===== src/rtl/config_arbiter.sv =====
// Round-robin arbiter sharing the config_reg port between the host bridge (0) and calibration engine (1).
// Writes take IDLE->WRITE->RESP, reads IDLE->READ->CAPT->RESP; ready only in IDLE.
module config_arbiter #(
  parameter int DATA_W = 16,
  parameter int ADDR_W = 3,
  parameter logic [(1<<ADDR_W)-1:0] LOCK_MASK = 8'b0000_0001
) (
  input  logic              clk,
  input  logic              reset,
  input  logic              req0_valid,
  output logic              req0_ready,
  input  logic              req0_write,
  input  logic [ADDR_W-1:0] req0_addr,
  input  logic [DATA_W-1:0] req0_wdata,
  input  logic              req1_valid,
  output logic              req1_ready,
  input  logic              req1_write,
  input  logic [ADDR_W-1:0] req1_addr,
  input  logic [DATA_W-1:0] req1_wdata,
  output logic              rsp0_valid,
  output logic              rsp0_err,
  output logic              rsp1_valid,
  output logic              rsp1_err,
  output logic [DATA_W-1:0] rsp_rdata,
  output logic              cfg_write,
  output logic [ADDR_W-1:0] cfg_address,
  output logic [DATA_W-1:0] cfg_data_in,
  input  logic [DATA_W-1:0] cfg_data_out
);

  typedef enum logic [2:0] {
    S_IDLE,
    S_WRITE,
    S_READ,
    S_CAPT,
    S_RESP
  } state_t;

  state_t            state;
  state_t            state_nxt;
  logic              last_grant;
  logic              winner;
  logic              err_flag;
  logic [DATA_W-1:0] wdata_q;

  logic              grant0;
  logic              grant1;
  logic              handshake;
  logic              sel_write;
  logic [ADDR_W-1:0] sel_addr;
  logic [DATA_W-1:0] sel_wdata;
  logic              locked;

  // On contention the requester that was not granted last wins.
  assign grant1    = req1_valid && (!req0_valid || !last_grant);
  assign grant0    = req0_valid && !grant1;
  assign handshake = (state == S_IDLE) && (grant0 || grant1);
  assign sel_write = grant1 ? req1_write : req0_write;
  assign sel_addr  = grant1 ? req1_addr  : req0_addr;
  assign sel_wdata = grant1 ? req1_wdata : req0_wdata;
  assign locked    = winner && LOCK_MASK[cfg_address];

  always_comb begin
    state_nxt   = state;
    req0_ready  = 1'b0;
    req1_ready  = 1'b0;
    cfg_write   = 1'b0;
    cfg_data_in = '0;
    rsp0_valid  = 1'b0;
    rsp1_valid  = 1'b0;
    rsp0_err    = 1'b0;
    rsp1_err    = 1'b0;
    case (state)
      S_IDLE: begin
        req0_ready = grant0;
        req1_ready = grant1;
        if (handshake) begin
          state_nxt = sel_write ? S_WRITE : S_READ;
        end
      end
      S_WRITE: begin
        // Combinational from the state flop so an async reset kills the strobe at once.
        cfg_write   = !locked;
        cfg_data_in = wdata_q;
        state_nxt   = S_RESP;
      end
      S_READ: begin
        state_nxt = S_CAPT;
      end
      S_CAPT: begin
        state_nxt = S_RESP;
      end
      S_RESP: begin
        rsp0_valid = !winner;
        rsp1_valid = winner;
        rsp0_err   = !winner && err_flag;
        rsp1_err   = winner && err_flag;
        state_nxt  = S_IDLE;
      end
      default: begin
        state_nxt = S_IDLE;
      end
    endcase
  end

  always_ff @(posedge clk or posedge reset) begin
    if (reset) begin
      state       <= S_IDLE;
      last_grant  <= 1'b1;
      winner      <= 1'b0;
      err_flag    <= 1'b0;
      wdata_q     <= '0;
      cfg_address <= '0;
      rsp_rdata   <= '0;
    end else begin
      state <= state_nxt;
      if (handshake) begin
        last_grant  <= grant1;
        winner      <= grant1;
        err_flag    <= 1'b0;
        wdata_q     <= sel_wdata;
        cfg_address <= sel_addr;
      end
      if (state == S_WRITE) begin
        err_flag  <= locked;
        rsp_rdata <= wdata_q;
      end
      if (state == S_CAPT) begin
        rsp_rdata <= cfg_data_out;
      end
    end
  end

endmodule


===== config.mk =====
export PLATFORM = sky130hd
export DESIGN_NAME = config_arbiter
export DESIGN_NICKNAME = d
export VERILOG_FILES = /design/src/rtl/config_arbiter.sv
export SDC_FILE = /design/constraint.sdc
export NUM_CORES = 1
export LEC_CHECK = 0
export ABC_CLOCK_PERIOD_IN_PS = 2940
export BUFFER_PORTS_ARGS = -buffer_cell sky130_fd_sc_hd__clkbuf_2
export CAP_MARGIN = 15
export CORE_MARGIN = 4
export CORE_UTILIZATION = 45
export CTS_BUF_LIST = sky130_fd_sc_hd__clkbuf_8
export CTS_CLUSTER_DIAMETER = 50
export CTS_CLUSTER_SIZE = 20
export DETAILED_ROUTE_END_ITERATION = 10
export GPL_TIMING_DRIVEN = 0
export PLACE_DENSITY_LB_ADDON = 0.08
export SETUP_SLACK_MARGIN = 0.5
export SLEW_MARGIN = 30
export SYNTH_ARGS = -nofsm -noshare
export SYNTH_HDL_FRONTEND = slang
export SYNTH_SLANG_ARGS = --single-unit

===== constraint.sdc =====
create_clock -name clk -period 2.94 [get_ports clk]
set_input_delay 0.147 -clock clk [delete_from_list [all_inputs] [get_ports clk]]
set_output_delay 0.147 -clock clk [all_outputs]
set_load 0.02 [all_outputs]

==> key figures, run 1 <==
Logic synthesis
  – Largest cells by area after synthesis: dfrtp_1 (47%), mux2_2 (19%), mux2i_1 (8.0%)
  – Top cell type's share of synthesized area: 47.28%
  – Yosys warns: 0
  – Dominant synthesized flop cell: dfrtp_1
  – Syn Area/Cell: approximately 12 µm²
  – Post-synth EDFFs: 0
  – Top-count cell post-synth: dfrtp_1
  – FFs w/ async S/R, synth: 100.0%
  – Mapped cell area: about 2100 µm²
  – Top cells by count, synth: dfrtp_1 (40), mux2_2 (35), and2_1 (19)
  – Syn_nets: 244
  – Sequential share of the synthesized area: 48.52%
  – Post-synthesis cell count: approximately 180
  – Synth cell types: 29
  – Area leader, netlist: dfrtp_1
  – Flops & latches, synth: 41

Finish
  – Register Area: approximately 1000 µm²
  – Fillcell total: 406
  – Multi-input gate area: around 1000 µm²
  – Number of antenna diodes: 0
  – Layout cell share with drive strength beyond 1: 53.90%
  – Fin nets: 354
  – Area grow syn2layout: 32.33%

Placed design
  – Routability-driven placement congestion ratio: ~0.73
  – PortBufs: 101
  – DP HPWL: 3925 µm

Detailed routing
  – DRT Wirelength: 5039 µm
  – WL per Instance: 14.52 µm
  – DRC errors left: 0
  – Post-DR vias/cell: around 5
  – Routed Antenna Nets: 0
  – Vias: approximately 1,700
  – Iteration-0 DRC count of the detailed router: 103
  – 1st-pass router iterations: 4

Worst hold path
  – Hold Crit Start: req0_valid
  – Hold Path End: last_grant
  – Hold path cells: 2
  – HP Class: in2reg

Global routing
  – Global-route wire length before repair: between 8000 and 9000 µm
  – Grt ovf: 0
  – Initial antenna violation count: 0
  – GRT Resource Usage Total: 18.91%
  – Largest net degree at the start of global routing: 27
  – Vias in the first global route: 1,843

Worst setup path
  – CP startpoint kind: flop
  – FF-to-FF setup slack: 1.31 ns
  – Worst R2R End: wdata_q[10]
  – CP max FO: 10
  – CP Class: reg2out
  – CP Data Arrival Time: 1.96 ns
  – Reg2reg start: state[0]
  – Worst r2r path cells: 4
  – Critical Path RT: between 2 and 3 ns
  – Crit end category: primary output

Power and ir drop
  – Lkg Pwr: 1.439 nW
  – Peak supply drop: 0.0005286 V
  – Power Dens Cells: between 1000 and 1500 nW/µm²

Clock network
  – Worst-Skew Late Latency: 0.29 ns
  – Total CTS buffers: 5
  – H-tree Lvls: 2
  – CTS sink cnt: 41
  – Post-CTS setup repair buffer count: 0
  – Worst-path clk slew: roughly 0.08 ns
  – CTS root buffer: clkbuf_8
  – CTS tree: done
  – Bufs on Longest Clock Path: 2

Floorplanning
  – Die W: 76.59 µm
  – Core area: 4444 µm²
  – Site Rows: 24
  – Initial core utilization: 47.64%
  – Die Y: 76.59 µm
  – Ports: 102
  – Die area: 5866 µm²

STA
  – RSZ-0062 raised after global routing: no
  – Max-slew violation count: 0
  – Max Fclk: 475.5 MHz
  – Final Cycle Share: 71.54%
  – Rel. slew slack: 70.79%
  – Setup TNS: 0 ns
  – Setup violators final: 0
  – Clock Skew: 0.007632 ns
  – Fin Hold WS: around 0.09 ns
  – Final hold violations: 0
  – Worst Tran Pin Value: 0.4381 ns
  – Minimum clock period: ~2.1 ns

Run status
  – Status: completed

Job
  – Max-Cap Viols: 0
sequential cells by signal, indices dropped and copies added (netlist names):
register and count:
state 3, rsp_rdata 16, wdata_q 16, last_grant 1
err_flag 1, winner 1, cfg_address 3
what timing repair did:
item / 4_1_cts / 5_1_grt
endpoints found under the hold margin: 14 / 0
endpoints found under the setup margin: 0 / 7
gates resized for setup: 0 / 2
hold buffers: 1 / 0
how the worst max path moves through the flow:
stage | startpoint | endpoint | slack [ns] | depth (start not counted)
after floorplan | state[2] | cfg_write | 1.40 | 4
after global placement | state[2] | cfg_data_in[9] | 0.98 | 6
after detailed placement | state[2] | cfg_data_in[11] | 0.96 | 6
after CTS | state[2] | cfg_data_in[11] | 0.63 | 6
after global routing | state[2] | cfg_data_in[10] | 0.66 | 6
final | state[2] | cfg_data_in[11] | 0.84 | 6
logic make-up (layout without fill, tap and decap cells):
logic type      count (synthesis)  in the layout  share of synthesized area (%)
flops                          41             41                          48.52
compound gates                 25             25                          6.915
buf+inv                        16            127                          4.136
simple gates                   47             47                          12.18
mux                            55             55                          28.25
per-stage QoR:
stage / cells / area [µm²] / utilization, % / worst slack (ns) / total power [mW]
2_1_floorplan: 184 / 2117 / - / 1.400 / 2.062
3_3_place_gp: 337 / 2688 / 60.47 / 0.9800 / 2.498
3_5_place_dp: 338 / 2708 / 60.92 / 0.9575 / 2.535
5_1_grt: 347 / 2801 / 63.03 / 0.6572 / 3.100
4_1_cts: 347 / 2800 / 63.01 / 0.6306 / 2.889
6_report: 347 / 2801 / 63.03 / 0.8369 / 2.846
power breakdown:
part	leakage, nW	switching (mW)	internal, mW	total (mW)
registers	0.497	0.174	0.851	1.02
logic	0.893	0.824	0.647	1.47
clock network	0.0491	0.189	0.161	0.350
total	1.44	1.19	1.66	2.85
cell type report:
cell class	count	share of cell area, %
multi-input combinational	127	35.77
inverter	4	0.5360
buffer	12	2.635
clock inverter	3	0.4913
sequential	41	36.67
timing repair buffer	103	19.12
tap	52	2.322
clock buffer	5	2.456
layer usage:
layer,GRT usage (%),routed length [µm]
met1,22.99,2097
met2,31.46,2456
met3,6.856,438
met4,5.435,46
met5,0,0
placed cells by master, fill, tap and decap left out, drive strengths merged, types with 2 or more instances in the layout:
cell / instances
mux2: 38
buf: 9
nor2: 2
inv: 5
mux2i: 17
clkbuf: 110
nor3: 3
and3: 2
clkinv: 2
o21ai: 17
a21oi: 2
nand2: 17
and2: 19
dfrtp: 40
critical path, cell delays in order (launching register included):
cell      delay [ns]
dfrtp_1         0.43
nand2b_1        0.15
buf_2           0.18
nor2_2          0.26
clkbuf_2        0.31
and2_1          0.17
clkbuf_2        0.16
No activity file was read; power rests on OpenSTA's default activity.
==> inputs of run 2 (changes only) <==
--- a/config.mk
+++ b/config.mk
@@ -5,7 +5,7 @@
 export SDC_FILE = /design/constraint.sdc
 export NUM_CORES = 1
 export LEC_CHECK = 0
-export ABC_CLOCK_PERIOD_IN_PS = 2940
+export ABC_CLOCK_PERIOD_IN_PS = 2000
 export BUFFER_PORTS_ARGS = -buffer_cell sky130_fd_sc_hd__clkbuf_2
 export CAP_MARGIN = 15
 export CORE_MARGIN = 4
==> constraint.sdc (replaced) <==
create_clock -name clk -period 2 [get_ports clk]
set_input_delay 0.1 -clock clk [delete_from_list [all_inputs] [get_ports clk]]
set_output_delay 0.1 -clock clk [all_outputs]
set_load 0.02 [all_outputs]
==> run 2 against run 1 <==
Effect of this change: worst hold slack lost 0.0072 ns; sequential share of layout area shrank 6.4 points; first-iteration DRC count shrank 15%; final area grew 21%; clock skew is essentially flat; die area is the same; critical path depth is the same; global-route usage grew 1.6 points; non-clock buffer count grew 19; flip-flop and latch count is the same; critical path type unchanged; largest cell class is now multi-input gates; largest power group unchanged.
==> key figures, run 2 (synthesized netlist as in run 1, its figures left out) <==
Run status
  – Status: completed (unchanged)

STA
  – Setup violators final: 0 (unchanged)
  – Minimum clock period: 1.643 ns
  – RSZ-0062 raised after global routing: yes (was no)
  – Rel. slew slack: 73.55% (was 70.79%)
  – Max-slew violation count: 0 (unchanged)
  – Max Fclk: 608.7 MHz
  – Final Cycle Share: 82.14%
  – Clock Skew: 0.007399 ns (was 0.007632 ns)
  – Worst Tran Pin Value: 0.3962 ns (was 0.4381 ns)
  – Setup TNS: 0 ns (unchanged)
  – Final hold violations: 0 (unchanged)

Worst hold path
  – Hold path cells: 2 (unchanged)
  – Hold Crit Start: req0_valid (unchanged)
  – HP Class: in2reg (unchanged)
  – Hold Path End: last_grant (unchanged)

Clock network
  – CTS tree: done (unchanged)
  – Worst-path clk slew: 0.08 ns (about the same)
  – H-tree Lvls: 2 (unchanged)
  – Total CTS buffers: 5 (unchanged)
  – CTS sink cnt: 41 (unchanged)
  – Worst-Skew Late Latency: 0.29 ns (about the same)
  – Bufs on Longest Clock Path: 2 (unchanged)
  – CTS root buffer: clkbuf_8 (unchanged)

Detailed routing
  – Vias: 1,868 (was 1,724)
  – Routed Antenna Nets: 0 (unchanged)
  – 1st-pass router iterations: 4 (unchanged)
  – Metal3 WL: 412 µm (was 438 µm)
  – Iteration-0 DRC count of the detailed router: 88 (was 103)
  – DR top layer: met4 (unchanged)
  – Wire length on met2: 3080 µm (was 2456 µm)
  – DRT Wirelength: 6086 µm (was 5039 µm)
  – Post-DR vias/cell: 5.104 (was 4.968)
  – WL per Instance: 16.63 µm (was 14.52 µm)
  – DRC errors left: 0 (unchanged)
  – Wl on met1: 2527 µm (was 2097 µm)

Worst setup path
  – FF-to-FF setup slack: 0.43 ns (was 1.31 ns)
  – Critical Path RT: 1.90 ns (was 2.79 ns)
  – CP Class: reg2out (unchanged)
  – CP startpoint kind: flop (unchanged)
  – Crit end category: primary output (unchanged)
  – Worst R2R End: wdata_q[3] (was wdata_q[10])
  – CP Data Arrival Time: 1.54 ns (was 1.96 ns)
  – Reg2reg start: last_grant (was state[0])
  – Worst r2r path cells: 5 (was 4)
  – CP max FO: 7 (was 10)

Global routing
  – Largest net degree at the start of global routing: 27 (unchanged)
  – Global-route wire length before repair: 9611 µm (was 8914 µm)
  – Grt ovf: 0 (unchanged)
  – Vias in the first global route: 1,964 (was 1,843)
  – GRT Resource Usage Total: 20.49% (was 18.91%)
  – Initial antenna violation count: 0 (unchanged)

Floorplanning
  – Die W: 76.59 µm (unchanged)
  – Die area: 5866 µm² (unchanged)
  – Core area: 4444 µm² (unchanged)
  – Die Y: 76.59 µm (unchanged)
  – Site Rows: 24 (unchanged)
  – Initial core utilization: 47.64% (unchanged)
  – Ports: 102 (unchanged)

Finish
  – Number of antenna diodes: 0 (unchanged)
  – Commonest non-fill, non-tap cell in the layout: clkbuf_2 (unchanged)
  – Fillcell total: 319 (was 406)
  – Multi-input gate area: 1171 µm² (was 1002 µm²)
  – Layout cell share with drive strength beyond 1: 65.92% (was 53.90%)
  – Design area: 3396 µm² (was 2801 µm²)
  – Most frequent cells in the layout: clkbuf_2 (85), dfrtp_1 (39), mux2_4 (22), buf_8 (21) (was clkbuf_2 (102), dfrtp_1 (40), mux2_2 (35), and2_1 (19))
  – Register Area: 1028 µm² (was 1027 µm²)
  – Finished Layout Cells: 366 (was 347)
  – Area grow syn2layout: 60.40% (was 32.33%)
  – Fin nets: 373 (was 354)
  – Largest registers: rsp_rdata (16), wdata_q (16) (unchanged)

Placed design
  – Routability-driven placement congestion ratio: 0.7302 (unchanged)
  – DP HPWL: 3925 µm (unchanged)
  – DP Cell Count: 338 (unchanged)
  – PortBufs: 101 (unchanged)
  – Post-DP Area: 2708 µm² (unchanged)

Power and ir drop
  – Lkg Pwr: 1.744 nW (was 1.439 nW)
  – Final Power: 5.321 mW (was 2.846 mW)
  – Peak supply drop: 0.0009310 V (was 0.0005286 V)
  – Power Dens Cells: 1567 nW/µm² (was 1016 nW/µm²)

Job
  – Max-Cap Viols: 0 (unchanged)
[run 2: cell count changes in the layout (fill, tap and decap cells not counted), moves of 17 or more]
cell | before | now
mux2_4 | 0 | 22
and2_1 | 19 | 2
buf_8 | 0 | 21
and2_4 | 0 | 17
clkbuf_2 | 102 | 85
mux2_2 | 35 | 16
[run 2: repair_timing]
item	CTS	global route
pin swaps	18	3
endpoints found under the setup margin	41	52
hold buffers	1	0
buffers inserted	10	4
gates cloned	3	2
endpoints found under the hold margin	14	0
resized for setup	73	57
[run 2: worst max path at each step]
| stage | slack, ns | end | cells after the start | start |
|---|---|---|---|---|
| final | 0.36 | cfg_data_in[2] | 6 | state[2] |
| after floorplan | 0.51 | cfg_write | 4 | state[2] |
| after detailed placement | 0.06 | cfg_data_in[11] | 6 | state[2] |
| after global routing | 0.30 | cfg_data_in[2] | 6 | state[2] |
| after global placement | 0.09 | cfg_data_in[9] | 6 | state[2] |
| after CTS | 0.34 | cfg_data_in[11] | 6 | state[2] |
[run 2: worst max-delay path: stages, from the launching register on]
cell and delay [ns]:
dfrtp_1 0.39, nand2b_4 0.14, buf_6 0.12, nor2_4 0.18, buf_6 0.17, and2_4 0.15
buf_8 0.10
[run 2: cell type report]
cell class | count | area share (%)
sequential | 41 | 30.29
inverter | 4 | 0.4422
clock buffer | 5 | 2.027
tap | 52 | 1.916
timing repair buffer | 122 | 26.97
clock inverter | 3 | 0.4053
buffer | 12 | 3.464
multi-input combinational | 127 | 34.49
[run 2: where the power goes]
part | leakage, nW | switching (mW) | internal, mW
combinational | 1.20 | 1.48 | 1.77
clock | 0.0491 | 0.288 | 0.237
sequential | 0.496 | 0.293 | 1.25
total | 1.74 | 2.06 | 3.26
[run 2: stage by stage]
stage	hold slack, ns	setup slack [ns]	utilization (%)
6_report	0.08291	0.3571	76.41
5_1_grt	0.08724	0.2980	76.41
4_1_cts	0.06978	0.3383	71.26
3_5_place_dp	0.09341	0.06448	60.92
3_3_place_gp	0.3412	0.08702	60.47
2_1_floorplan	0.1700	0.5072	-
[run 2: routing by layer]
layer | up-vias | track usage (%)
met5 | - | 0
met4 | 0 | 5.435
met3 | 6 | 6.265
met2 | 86 | 35.06
met1 | 880 | 25.02
li1 | 896 | -
==> inputs of run 3 (changes only) <==
--- a/config.mk
+++ b/config.mk
@@ -5,7 +5,7 @@
 export SDC_FILE = /design/constraint.sdc
 export NUM_CORES = 1
 export LEC_CHECK = 0
-export ABC_CLOCK_PERIOD_IN_PS = 2000
+export ABC_CLOCK_PERIOD_IN_PS = 1700
 export BUFFER_PORTS_ARGS = -buffer_cell sky130_fd_sc_hd__clkbuf_2
 export CAP_MARGIN = 15
 export CORE_MARGIN = 4
==> constraint.sdc (replaced) <==
create_clock -name clk -period 1.7 [get_ports clk]
set_input_delay 0.085 -clock clk [delete_from_list [all_inputs] [get_ports clk]]
set_output_delay 0.085 -clock clk [all_outputs]
set_load 0.02 [all_outputs]
==> run 3 against run 2 <==
Effect of this change: clock power up 35%; setup slack got worse by 0.29 ns; register-to-register slack got worse by 0.33 ns; worst hold slack lost 0.024 ns; non-clock buffer count up 6; global-route usage up 1.1 points; critical endpoint is now cfg_data_in[3]; highest routed layer unchanged.
==> key figures, run 3 (synthesized netlist as in run 1, its figures left out) <==
STA
  – Minimum clock period: 1.631 ns
  – Worst Tran Pin Value: 0.3272 ns (was 0.3962 ns)
  – Clock Skew: 0.005079 ns (was 0.007399 ns)
  – Max-slew violation count: 0 (unchanged)
  – Fin Hold WS: 0.05869 ns (was 0.08291 ns)
  – Final Cycle Share: 95.97%
  – Rel. slew slack: 78.03% (was 73.55%)
  – Setup TNS: 0 ns (unchanged)
  – Max Fclk: 613.0 MHz
  – Final hold violations: 0 (unchanged)
  – RSZ-0062 raised after global routing: yes (unchanged)
  – Setup violators final: 0 (unchanged)

Global routing
  – Initial antenna violation count: 0 (unchanged)
  – Global-route wire length before repair: 9977 µm (was 9611 µm)
  – Largest net degree at the start of global routing: 30 (was 27)
  – Vias in the first global route: 2,017 (was 1,964)
  – Grt ovf: 0 (unchanged)
  – GRT Resource Usage Total: 21.60% (was 20.49%)

Placed design
  – Routability-driven placement congestion ratio: 0.7839 (was 0.7302)
  – PortBufs: 101 (unchanged)
  – DP Cell Count: 338 (unchanged)
  – DP HPWL: 3937 µm (was 3925 µm)

Floorplanning
  – Die Y: 76.59 µm (unchanged)
  – Die area: 5866 µm² (unchanged)
  – Core area: 4444 µm² (unchanged)
  – Ports: 102 (unchanged)
  – Die W: 76.59 µm (unchanged)
  – Site Rows: 24 (unchanged)
  – Initial core utilization: 47.64% (unchanged)

Worst hold path
  – Hold path cells: 3 (was 2)
  – HP Class: in2reg (unchanged)

Worst setup path
  – Critical Path RT: 1.62 ns (was 1.90 ns)
  – CP Data Arrival Time: 1.55 ns (was 1.54 ns)
  – Crit end category: primary output (unchanged)
  – CP startpoint kind: flop (unchanged)
  – Worst r2r path cells: 5 (unchanged)
  – CP max FO: 6 (was 7)
  – CP Class: reg2out (unchanged)

Power and ir drop
  – Int Pwr: 4.391 mW (was 3.263 mW)
  – Seq pwr share: 26.0% (was 29.1%)
  – Clock network power share: 9.9% (about the same)
  – Switching share of power: 38.90% (was 38.67%)
  – Peak supply drop: 0.0009925 V (was 0.0009310 V)
  – Sw power: 2.795 mW (was 2.058 mW)
  – Power Dens Cells: 1950 nW/µm² (was 1567 nW/µm²)
  – Lkg Pwr: 1.846 nW (was 1.744 nW)
  – Logic gate share of total power: 64.1% (was 61.1%)

Clock network
  – Total CTS buffers: 5 (unchanged)
  – CTS root buffer: clkbuf_8 (unchanged)
  – Bufs on Longest Clock Path: 2 (unchanged)
  – Worst-path clk slew: 0.08 ns (about the same)
  – CTS tree: done (unchanged)
  – Worst-Skew Late Latency: 0.30 ns (was 0.29 ns)
  – CTS sink cnt: 41 (unchanged)
  – H-tree Lvls: 2 (unchanged)

Detailed routing
  – WL per Instance: 17.87 µm (was 16.63 µm)
  – DRT Wirelength: 6647 µm (was 6086 µm)
  – Vias: 1,952 (was 1,868)
  – 1st-pass router iterations: 4 (unchanged)
  – Post-DR vias/cell: 5.247 (was 5.104)
  – DRC errors left: 0 (unchanged)
  – Routed Antenna Nets: 0 (unchanged)
  – Iteration-0 DRC count of the detailed router: 55 (was 88)

Finish
  – Fin nets: 379 (was 373)
  – Multi-input gate area: 1280 µm² (was 1171 µm²)
  – Finished Layout Cells: 372 (was 366)
  – Area grow syn2layout: 74.11% (was 60.40%)
  – Largest registers: rsp_rdata (16), wdata_q (16) (unchanged)
  – Register Area: 1028 µm² (unchanged)
  – Number of antenna diodes: 0 (unchanged)
  – Commonest non-fill, non-tap cell in the layout: clkbuf_2 (unchanged)
  – Most frequent cells in the layout: clkbuf_2 (78), dfrtp_1 (39), buf_8 (23) (was clkbuf_2 (85), dfrtp_1 (39), mux2_4 (22), buf_8 (21))
  – Layout cell share with drive strength beyond 1: 74.38% (was 65.92%)
  – Fillcell total: 262 (was 319)

Job
  – Max-Cap Viols: 0 (unchanged)

Run status
  – Status: completed (unchanged)
[run 3: metrics by stage]
step / instance area [µm²] / worst slack [ns] / total power, mW / util (%)
finish: 3686 / 0.06857 / 7.186 / 82.94
global route: 3686 / 0.01865 / 7.587 / 82.94
CTS: 3373 / 0.06869 / 6.278 / 75.90
detailed placement: 2745 / 0.07135 / 4.439 / 61.77
global placement: 2725 / 0.06946 / 4.376 / 61.32
floorplan: 2155 / 0.2613 / 3.626 / -
[run 3: final timing paths]
path,start,end,slack (ns)
max,state[2],cfg_data_in[3],0.07
min,cfg_data_out[9],rsp_rdata[9],0.06
max reg2reg,state[0],wdata_q[12],0.10
min reg2reg,rsp_rdata[5],rsp_rdata[5],0.48
max in group asynchronous,reset,last_grant,0.92
min in group asynchronous,reset,rsp_rdata[0],0.26
[run 3: critical path, stage by stage, from the launching register on]
cell	delay [ns]
dfrtp_1	0.39
nand2b_4	0.15
buf_6	0.12
nor2_4	0.17
buf_6	0.16
and2_4	0.15
buf_8	0.10
[run 3: routing by layer]
metal / part of all wire, % / vias up / routed length [µm] / track usage [%]
met4: 2.0 / 0 / 130 / 7.065
met5: 0 / - / 0 / 0
li1: - / 908 / - / -
met2: 52 / 76 / 3468 / 38.22
met1: 39 / 953 / 2611 / 24.34
met3: 6.6 / 15 / 436 / 7.210
[run 3: cell type report]
type                       instances  area share [%]
buffer                            12           4.616
inverter                           4          0.4073
clock inverter                     1          0.1358
multi-input combinational        127           34.73
tap                               52           1.765
timing repair buffer             128           27.83
sequential                        41           27.90
clock buffer                       7           2.614
[run 3: power groups by stage]
stage | combinational (mW) | clock, mW | sequential [mW]
2_1_floorplan | 1.62 | 0 | 2.00
3_3_place_gp | 2.60 | 0 | 1.78
3_5_place_dp | 2.63 | 0 | 1.81
4_1_cts | 3.74 | 0.723 | 1.81
5_1_grt | 4.88 | 0.767 | 1.93
6_report | 4.60 | 0.709 | 1.87
[run 3: what timing repair did]
item,in CTS,in global routing
setup buffers,14,4
endpoints found under the setup margin,63,64
hold buffers,1,0
pin swaps,18,19
hold endpoints to repair,12,0
gates cloned,6,1
resized for setup,107,88
